`src/rtl/fpu_result_buffer_pkg.sv`:
```
// Shared definitions for the FPU result buffer: status bit layout and entry sizing.
package fpu_result_buffer_pkg;

  localparam int unsigned STATUS_WIDTH = 5;

  // Bit positions inside the {NV,DZ,OF,UF,NX} status vector.
  localparam int unsigned NV = 4;
  localparam int unsigned DZ = 3;
  localparam int unsigned OF = 2;
  localparam int unsigned UF = 1;
  localparam int unsigned NX = 0;

  typedef logic [STATUS_WIDTH-1:0] status_t;

  // Stored entry layout is {result, status, tag}.
  function automatic int unsigned entry_width(input int unsigned width,
                                              input int unsigned tag_width);
    return width + STATUS_WIDTH + tag_width;
  endfunction

endpackage

```
`src/rtl/fpu_result_buffer_fifo.sv`:
```
// Pointer/count FIFO with synchronous flush; storage itself is never reset.
module fpu_result_buffer_fifo #(
  parameter int unsigned WIDTH = 8,
  parameter int unsigned DEPTH = 4
) (
  input  logic                         clk_i,
  input  logic                         rst_i,
  input  logic                         flush_i,
  input  logic                         push_i,
  input  logic [WIDTH-1:0]             wdata_i,
  input  logic                         pop_i,
  output logic [WIDTH-1:0]             rdata_o,
  output logic                         full_o,
  output logic                         empty_o,
  output logic [$clog2(DEPTH+1)-1:0]   count_o
);

  localparam int unsigned PtrW = $clog2(DEPTH);
  localparam int unsigned CntW = $clog2(DEPTH + 1);
  localparam logic [PtrW-1:0] LastPtr = PtrW'(DEPTH - 1);

  logic [PtrW-1:0]  wptr_q, wptr_d, rptr_q, rptr_d;
  logic [CntW-1:0]  count_q, count_d;
  logic [WIDTH-1:0] mem_q [DEPTH];
  logic             push_en, pop_en;

  // Wrap by compare so non-power-of-two depths work.
  function automatic logic [PtrW-1:0] next_ptr(input logic [PtrW-1:0] p);
    return (p == LastPtr) ? '0 : p + 1'b1;
  endfunction

  assign full_o  = (count_q == CntW'(DEPTH));
  assign empty_o = (count_q == '0);
  assign count_o = count_q;
  assign push_en = push_i && !full_o && !flush_i;
  assign pop_en  = pop_i && !empty_o && !flush_i;
  assign rdata_o = empty_o ? '0 : mem_q[rptr_q];

  always_comb begin
    wptr_d  = wptr_q;
    rptr_d  = rptr_q;
    count_d = count_q;
    if (flush_i) begin
      wptr_d  = '0;
      rptr_d  = '0;
      count_d = '0;
    end else begin
      if (push_en) wptr_d = next_ptr(wptr_q);
      if (pop_en)  rptr_d = next_ptr(rptr_q);
      unique case ({push_en, pop_en})
        2'b10:   count_d = count_q + 1'b1;
        2'b01:   count_d = count_q - 1'b1;
        default: count_d = count_q;
      endcase
    end
  end

  always_ff @(posedge clk_i or posedge rst_i) begin
    if (rst_i) begin
      wptr_q  <= '0;
      rptr_q  <= '0;
      count_q <= '0;
    end else begin
      wptr_q  <= wptr_d;
      rptr_q  <= rptr_d;
      count_q <= count_d;
    end
  end

  always_ff @(posedge clk_i) begin
    if (push_en) mem_q[wptr_q] <= wdata_i;
  end

endmodule

```
`src/rtl/fpu_result_buffer.sv`:
```
// FPU result buffer: FIFO between FPU output and writeback, plus sticky fflags.
// Optional zero-latency bypass when empty: define FPU_RESULT_BUFFER_BYPASS_EN.
module fpu_result_buffer
  import fpu_result_buffer_pkg::*;
#(
  parameter int unsigned WIDTH     = 32,
  parameter int unsigned DEPTH     = 4,
  parameter int unsigned TAG_WIDTH = 5
) (
  input  logic                         clk_i,
  input  logic                         rst_i,
  input  logic                         flush_i,
  input  logic [WIDTH-1:0]             fpu_result_i,
  input  status_t                      fpu_status_i,
  input  logic [TAG_WIDTH-1:0]         fpu_tag_i,
  input  logic                         fpu_valid_i,
  output logic                         fpu_ready_o,
  output logic [WIDTH-1:0]             wb_result_o,
  output status_t                      wb_status_o,
  output logic [TAG_WIDTH-1:0]         wb_tag_o,
  output logic                         wb_valid_o,
  input  logic                         wb_ready_i,
  output status_t                      fflags_o,
  input  logic                         fflags_clr_i,
  output logic [$clog2(DEPTH+1)-1:0]   count_o
);

  localparam int unsigned EntryW = entry_width(WIDTH, TAG_WIDTH);

  logic [EntryW-1:0] fifo_rdata;
  logic              fifo_full, fifo_empty, fifo_push, pop_fire;
  status_t           fflags_q, fflags_d;

  fpu_result_buffer_fifo #(
    .WIDTH (EntryW),
    .DEPTH (DEPTH)
  ) u_fifo (
    .clk_i   (clk_i),
    .rst_i   (rst_i),
    .flush_i (flush_i),
    .push_i  (fifo_push),
    .wdata_i ({fpu_result_i, fpu_status_i, fpu_tag_i}),
    .pop_i   (wb_ready_i),
    .rdata_o (fifo_rdata),
    .full_o  (fifo_full),
    .empty_o (fifo_empty),
    .count_o (count_o)
  );

  // Ready depends only on registered occupancy, never on wb_ready_i.
  assign fpu_ready_o = !fifo_full;

  always_comb begin
    {wb_result_o, wb_status_o, wb_tag_o} = fifo_rdata;
    wb_valid_o = !fifo_empty;
    fifo_push  = fpu_valid_i;
`ifdef FPU_RESULT_BUFFER_BYPASS_EN
    if (fifo_empty && fpu_valid_i) begin
      wb_result_o = fpu_result_i;
      wb_status_o = fpu_status_i;
      wb_tag_o    = fpu_tag_i;
      wb_valid_o  = 1'b1;
      // Consumed directly by writeback, so it never enters storage.
      if (wb_ready_i) fifo_push = 1'b0;
    end
`endif
  end

  assign pop_fire = wb_valid_o && wb_ready_i && !flush_i;

  // Clear takes effect before the popped entry is accumulated.
  always_comb begin
    fflags_d = fflags_q;
    if (fflags_clr_i) fflags_d = '0;
    if (pop_fire)     fflags_d = fflags_d | wb_status_o;
  end

  always_ff @(posedge clk_i or posedge rst_i) begin
    if (rst_i) fflags_q <= '0;
    else       fflags_q <= fflags_d;
  end

  assign fflags_o = fflags_q;

endmodule

```
`config.mk`:
```
export PLATFORM = sky130hd
export DESIGN_NAME = fpu_result_buffer
export DESIGN_NICKNAME = d
export VERILOG_FILES = /design/src/rtl/fpu_result_buffer_pkg.sv /design/src/rtl/fpu_result_buffer_fifo.sv /design/src/rtl/fpu_result_buffer.sv
export SDC_FILE = /design/constraint.sdc
export NUM_CORES = 1
export LEC_CHECK = 0
export CAP_MARGIN = 20
export CELL_PAD_IN_SITES_DETAIL_PLACEMENT = 1
export CELL_PAD_IN_SITES_GLOBAL_PLACEMENT = 2
export CORE_MARGIN = 1
export CORE_UTILIZATION = 41
export CTS_CLUSTER_SIZE = 8
export DETAILED_ROUTE_END_ITERATION = 10
export GPL_TIMING_DRIVEN = 0
export PLACE_DENSITY = 0.87
export SLEW_MARGIN = 15
export SYNTH_ARGS = -nofsm -noshare
export SYNTH_HDL_FRONTEND = slang
export SYNTH_SLANG_ARGS = --single-unit
```
`constraint.sdc`:
```
create_clock -name clk_i -period 3.05 [get_ports clk_i]
set_input_delay 0.915 -clock clk_i [delete_from_list [all_inputs] [get_ports clk_i]]
set_output_delay 0.915 -clock clk_i [all_outputs]
set_load 0.1 [all_outputs]
```
==> summary.json <==
{
  "status": {"value": "complete, no violations"},
  "worstPathArrival": {"value": 2.05, "unit": "ns"},
  "tritoncts_num_sinks": {"value": 180},
  "finalCoreUtilization": {"value": 57.0, "unit": "%"},
  "syn_to_final_growth": {"value": 34.1, "unit": "%"},
  "wire_per_inst": {"value": 20.5, "unit": "µm"},
  "grt.met2_usage": {"value": 29.1, "unit": "%"},
  "detail_route.first_pass.iterations": {"value": 5},
  "grt_antenna_before_repair": {"value": 0},
  "rows": {"value": 47},
  "diodes_inserted": {"value": 0},
  "clock_path_buffers": {"value": 2},
  "timing_worst_setup_path_type": {"value": "reg -> out"},
  "globalplace.congestion": {"value": 0.767},
  "worst_slew_margin_relative_to_its_limit": {"value": 33.4, "unit": "%"},
  "final_period_minus_worst_setup_slack": {"value": 2.96, "unit": "ns"},
  "numPortBuffers": {"value": 99},
  "drive_above_1_share": {"value": 41.4, "unit": "%"},
  "grt.busiest_layer": {"value": "met2"},
  "groute.layer.met1.usage": {"value": 21.8, "unit": "%"},
  "tritoncts": {"value": "done"},
  "dominantRegCellSynth": {"value": "sky130_fd_sc_hd__edfxtp_1"},
  "first_pass_grt_wire_length": {"value": 22.6, "unit": "mm"},
  "crit_path_start_kind": {"value": "register"},
  "seqCellArea": {"value": 5350, "unit": "µm²"},
  "cts.root.buffer_cell": {"value": "sky130_fd_sc_hd__clkbuf_16"},
  "globalRouteOverflowTotal": {"value": 0},
  "timing.critical_path.buf_inv": {"value": 1},
  "cp_data_required_time": {"value": 2.13, "unit": "ns"},
  "clk-insertion-delay-late": {"value": 0.43, "unit": "ns"},
  "crit_slowest_cell": {"value": "sky130_fd_sc_hd__clkdlybuf4s50_1"},
  "grt_usage": {"value": 17.5, "unit": "%"},
  "hold_viol_final": {"value": 0},
  "die_area": {"value": 18000, "unit": "µm²"},
  "route.detailed.vias_per_inst": {"value": 5.09},
  "first_iter_violations": {"value": 135},
  "route.detailed.drc": {"value": 0},
  "edff_count_synth": {"value": 168},
  "detailed_route_wire_length": {"value": 14.8, "unit": "mm"},
  "worstPathCellList": {"value": "clkdlybuf4s50_1"},
  "tightest_slew": {"value": 0.995, "unit": "ns"},
  "synth.distinct_cells": {"value": 41},
  "grt_max_degree": {"value": 43},
  "clkTransAtPathRegs": {"value": 0.06, "unit": "ns"},
  "multiInputGateArea": {"value": 1930, "unit": "µm²"},
  "synthesis.area_per_instance": {"value": 20.7, "unit": "µm²"},
  "maxSlewViolCount": {"value": 0},
  "die_w": {"value": 134, "unit": "µm"},
  "finalSetupViolations": {"value": 0},
  "whs": {"value": 0.520, "unit": "ns"},
  "max_cap_violations": {"value": 0},
  "core_region_area": {"value": 16800, "unit": "µm²"},
  "initial_utilization": {"value": 42.5, "unit": "%"},
  "vias": {"value": 3662},
  "ys_ff_latch": {"value": 180},
  "worstPathMaxFanout": {"value": 9},
  "setup_total_negative_slack": {"value": 0, "unit": "ns"},
  "synth_sequential_area_ratio": {"value": 74.8, "unit": "%"},
  "synth_nets": {"value": 400},
  "mappedNetlistArea": {"value": 7150, "unit": "µm²"},
  "fmax": {"value": 0.338, "unit": "GHz"},
  "synthesis.instances": {"value": 346},
  "first_global_vias": {"value": 4028},
  "skew": {"value": 0.0111, "unit": "ns"},
  "critical_path.top_delay_family": {"value": "buffers and inverters"},
  "share_of_async_settable_or_async_resettable_flops_after_synthesis": {"value": 6.67, "unit": "%"},
  "powerDensity": {"value": 889, "unit": "nW/µm²"},
  "global_route_met3_utilization": {"value": 5.33, "unit": "%"},
  "final.period_utilization": {"value": 97.1, "unit": "%"},
  "hold_class": {"value": "reg -> reg"},
  "synth-warning-count": {"value": 0},
  "dpl.hpwl": {"value": 9.06, "unit": "mm"},
  "filler_cell_count": {"value": 1516},
  "fp.dieH": {"value": 134, "unit": "µm"},
  "ir_drop": {"value": 505, "unit": "µV"},
  "cts_inserted_buffers": {"value": 17},
  "io-pin-count": {"value": 100},
  "final_nets": {"value": 541},
  "htree_num_levels": {"value": 4},
  "timing.critical_path.to_type": {"value": "primary output"},
  "postRouteAntennaNets": {"value": 0},
  "p_leak": {"value": 3.38, "unit": "nW"},
  "cp_slowest_stage_delay": {"value": 1.17, "unit": "ns"}
}
where the power goes:
group / switching (mW) / internal (mW) / total, mW
Clock: 0.886 / 1.44 / 2.33
Sequential: 0.0459 / 2.80 / 2.85
Combinational: 2.19 / 1.15 / 3.34
cells in the final DEF (no fill, tap or decap), types with 2 or more instances in the layout:
cell / synthesis / final
sky130_fd_sc_hd__clkinv_1: 0 / 4
sky130_fd_sc_hd__ha_1: 5 / 5
sky130_fd_sc_hd__dfrtp_2: 0 / 3
sky130_fd_sc_hd__a21oi_1: 4 / 4
sky130_fd_sc_hd__clkinvlp_4: 0 / 4
sky130_fd_sc_hd__nor2b_1: 38 / 2
sky130_fd_sc_hd__and2_4: 0 / 4
sky130_fd_sc_hd__nand3_1: 2 / 2
sky130_fd_sc_hd__buf_12: 0 / 7
sky130_fd_sc_hd__clkdlybuf4s50_1: 0 / 55
sky130_fd_sc_hd__o41ai_1: 2 / 2
sky130_fd_sc_hd__bufinv_16: 0 / 5
sky130_fd_sc_hd__nand2_1: 2 / 2
sky130_fd_sc_hd__and2b_2: 0 / 6
sky130_fd_sc_hd__mux4_2: 42 / 42
sky130_fd_sc_hd__buf_4: 3 / 59
sky130_fd_sc_hd__clkbuf_16: 0 / 20
sky130_fd_sc_hd__dfrtp_1: 12 / 9
sky130_fd_sc_hd__buf_2: 5 / 4
sky130_fd_sc_hd__nor2b_2: 0 / 3
sky130_fd_sc_hd__inv_6: 0 / 2
sky130_fd_sc_hd__buf_8: 0 / 2
sky130_fd_sc_hd__o21ai_0: 3 / 3
sky130_fd_sc_hd__clkbuf_1: 7 / 2
sky130_fd_sc_hd__nor3b_2: 2 / 2
sky130_fd_sc_hd__inv_1: 7 / 6
sky130_fd_sc_hd__nor2_1: 3 / 3
sky130_fd_sc_hd__or4_1: 2 / 2
sky130_fd_sc_hd__buf_6: 4 / 6
sky130_fd_sc_hd__nor2b_4: 0 / 33
sky130_fd_sc_hd__edfxtp_1: 168 / 168
sky130_fd_sc_hd__a22o_1: 5 / 5
registers in the layout (all words and copies together) (netlist names):
signal,cells
u_fifo.mem_q,168
fflags_o,5
u_fifo.count_o,3
u_fifo.rptr_q,2
u_fifo.wptr_q,2
routing by layer:
metal	wire [µm]	vias to the layer above
met2	7510	74
met5	0	-
li1	-	1672
met4	202	0
met3	640	15
met1	6440	1901
path summary, 6_finish.rpt:
| path | slack (ns) | cells after the start | from | end |
|---|---|---|---|---|
| worst max-delay path | 0.09 | 1 | u_fifo.count_o[2] | count_o[2] |
| worst min-delay path | 0.52 | 1 | fflags_o[1] | fflags_o[1] |
| worst max register to register | 0.46 | 9 | u_fifo.count_o[1] | u_fifo.count_o[1] |
| worst min register to register | 0.52 | 1 | fflags_o[1] | fflags_o[1] |
| max in group asynchronous | 1.89 | 2 | rst_i | u_fifo.count_o[2] |
| min in group asynchronous | 0.81 | 2 | rst_i | u_fifo.count_o[1] |
synth_stat cells, types with 2 or more instances:
cell type / n / area (µm²)
sky130_fd_sc_hd__o41ai_1: 2 / 17.5
sky130_fd_sc_hd__buf_2: 5 / 25.0
sky130_fd_sc_hd__nor2b_1: 38 / 238
sky130_fd_sc_hd__buf_6: 4 / 45.0
sky130_fd_sc_hd__o21ai_0: 3 / 15.0
sky130_fd_sc_hd__nor3b_2: 2 / 25.0
sky130_fd_sc_hd__ha_1: 5 / 62.6
sky130_fd_sc_hd__nand2_1: 2 / 7.51
sky130_fd_sc_hd__mux4_2: 42 / 946
sky130_fd_sc_hd__edfxtp_1: 168 / 5040
sky130_fd_sc_hd__a22o_1: 5 / 43.8
sky130_fd_sc_hd__and2_1: 4 / 25.0
sky130_fd_sc_hd__buf_4: 3 / 22.5
sky130_fd_sc_hd__and2b_1: 6 / 45.0
sky130_fd_sc_hd__nor2_1: 3 / 11.3
sky130_fd_sc_hd__dfrtp_1: 12 / 300
sky130_fd_sc_hd__or4_1: 2 / 15.0
sky130_fd_sc_hd__clkbuf_1: 7 / 26.3
sky130_fd_sc_hd__nand3_1: 2 / 10.0
sky130_fd_sc_hd__inv_1: 7 / 26.3
sky130_fd_sc_hd__a21oi_1: 4 / 20.0
cells by family (layout without fill, tap and decap cells):
logic type | after synthesis | after routing | synth area share (%)
DFF | 180 | 180 | 74.8
buffers and inverters | 26 | 180 | 2.03
muxes | 43 | 43 | 13.4
AOI/OAI and AO/OA | 23 | 23 | 2.28
xor gates and xnor gates | 1 | 1 | 0.123
adders and majority gates | 6 | 6 | 1.16
and+or+nand+nor | 67 | 67 | 6.23
layout make-up:
| class | instances | share of cell area (%) |
|---|---|---|
| clock inverter | 15 | 2.19 |
| timing repair buffer | 123 | 11.8 |
| sequential | 180 | 55.8 |
| clock buffer | 17 | 4.44 |
| tap | 220 | 2.87 |
| multi-input combinational | 140 | 20.1 |
| inverter | 7 | 0.313 |
| buffer | 18 | 2.47 |
through the flow:
step           power [mW]  setup WS, ns  instances  area [µm²]
2_1_floorplan        5.24        0.0410        346        7420
3_3_place_gp         5.88         -1.24        665        8690
3_5_place_dp         5.92        -0.876        665        8700
4_1_cts              8.35       -0.0461        699        9340
5_1_grt              8.79      -0.00195        720        9580
6_report             8.52        0.0873        720        9580
what timing repair did:
action / 4_1_cts / 5_1_grt
setup buffers: 3 / 21
gates resized for setup: 275 / 13
hold buffers: 0 / 0
setup endpoints to repair: 44 / 30
pin swaps: 1 / 1
No activity file was read; power rests on OpenSTA's default activity.
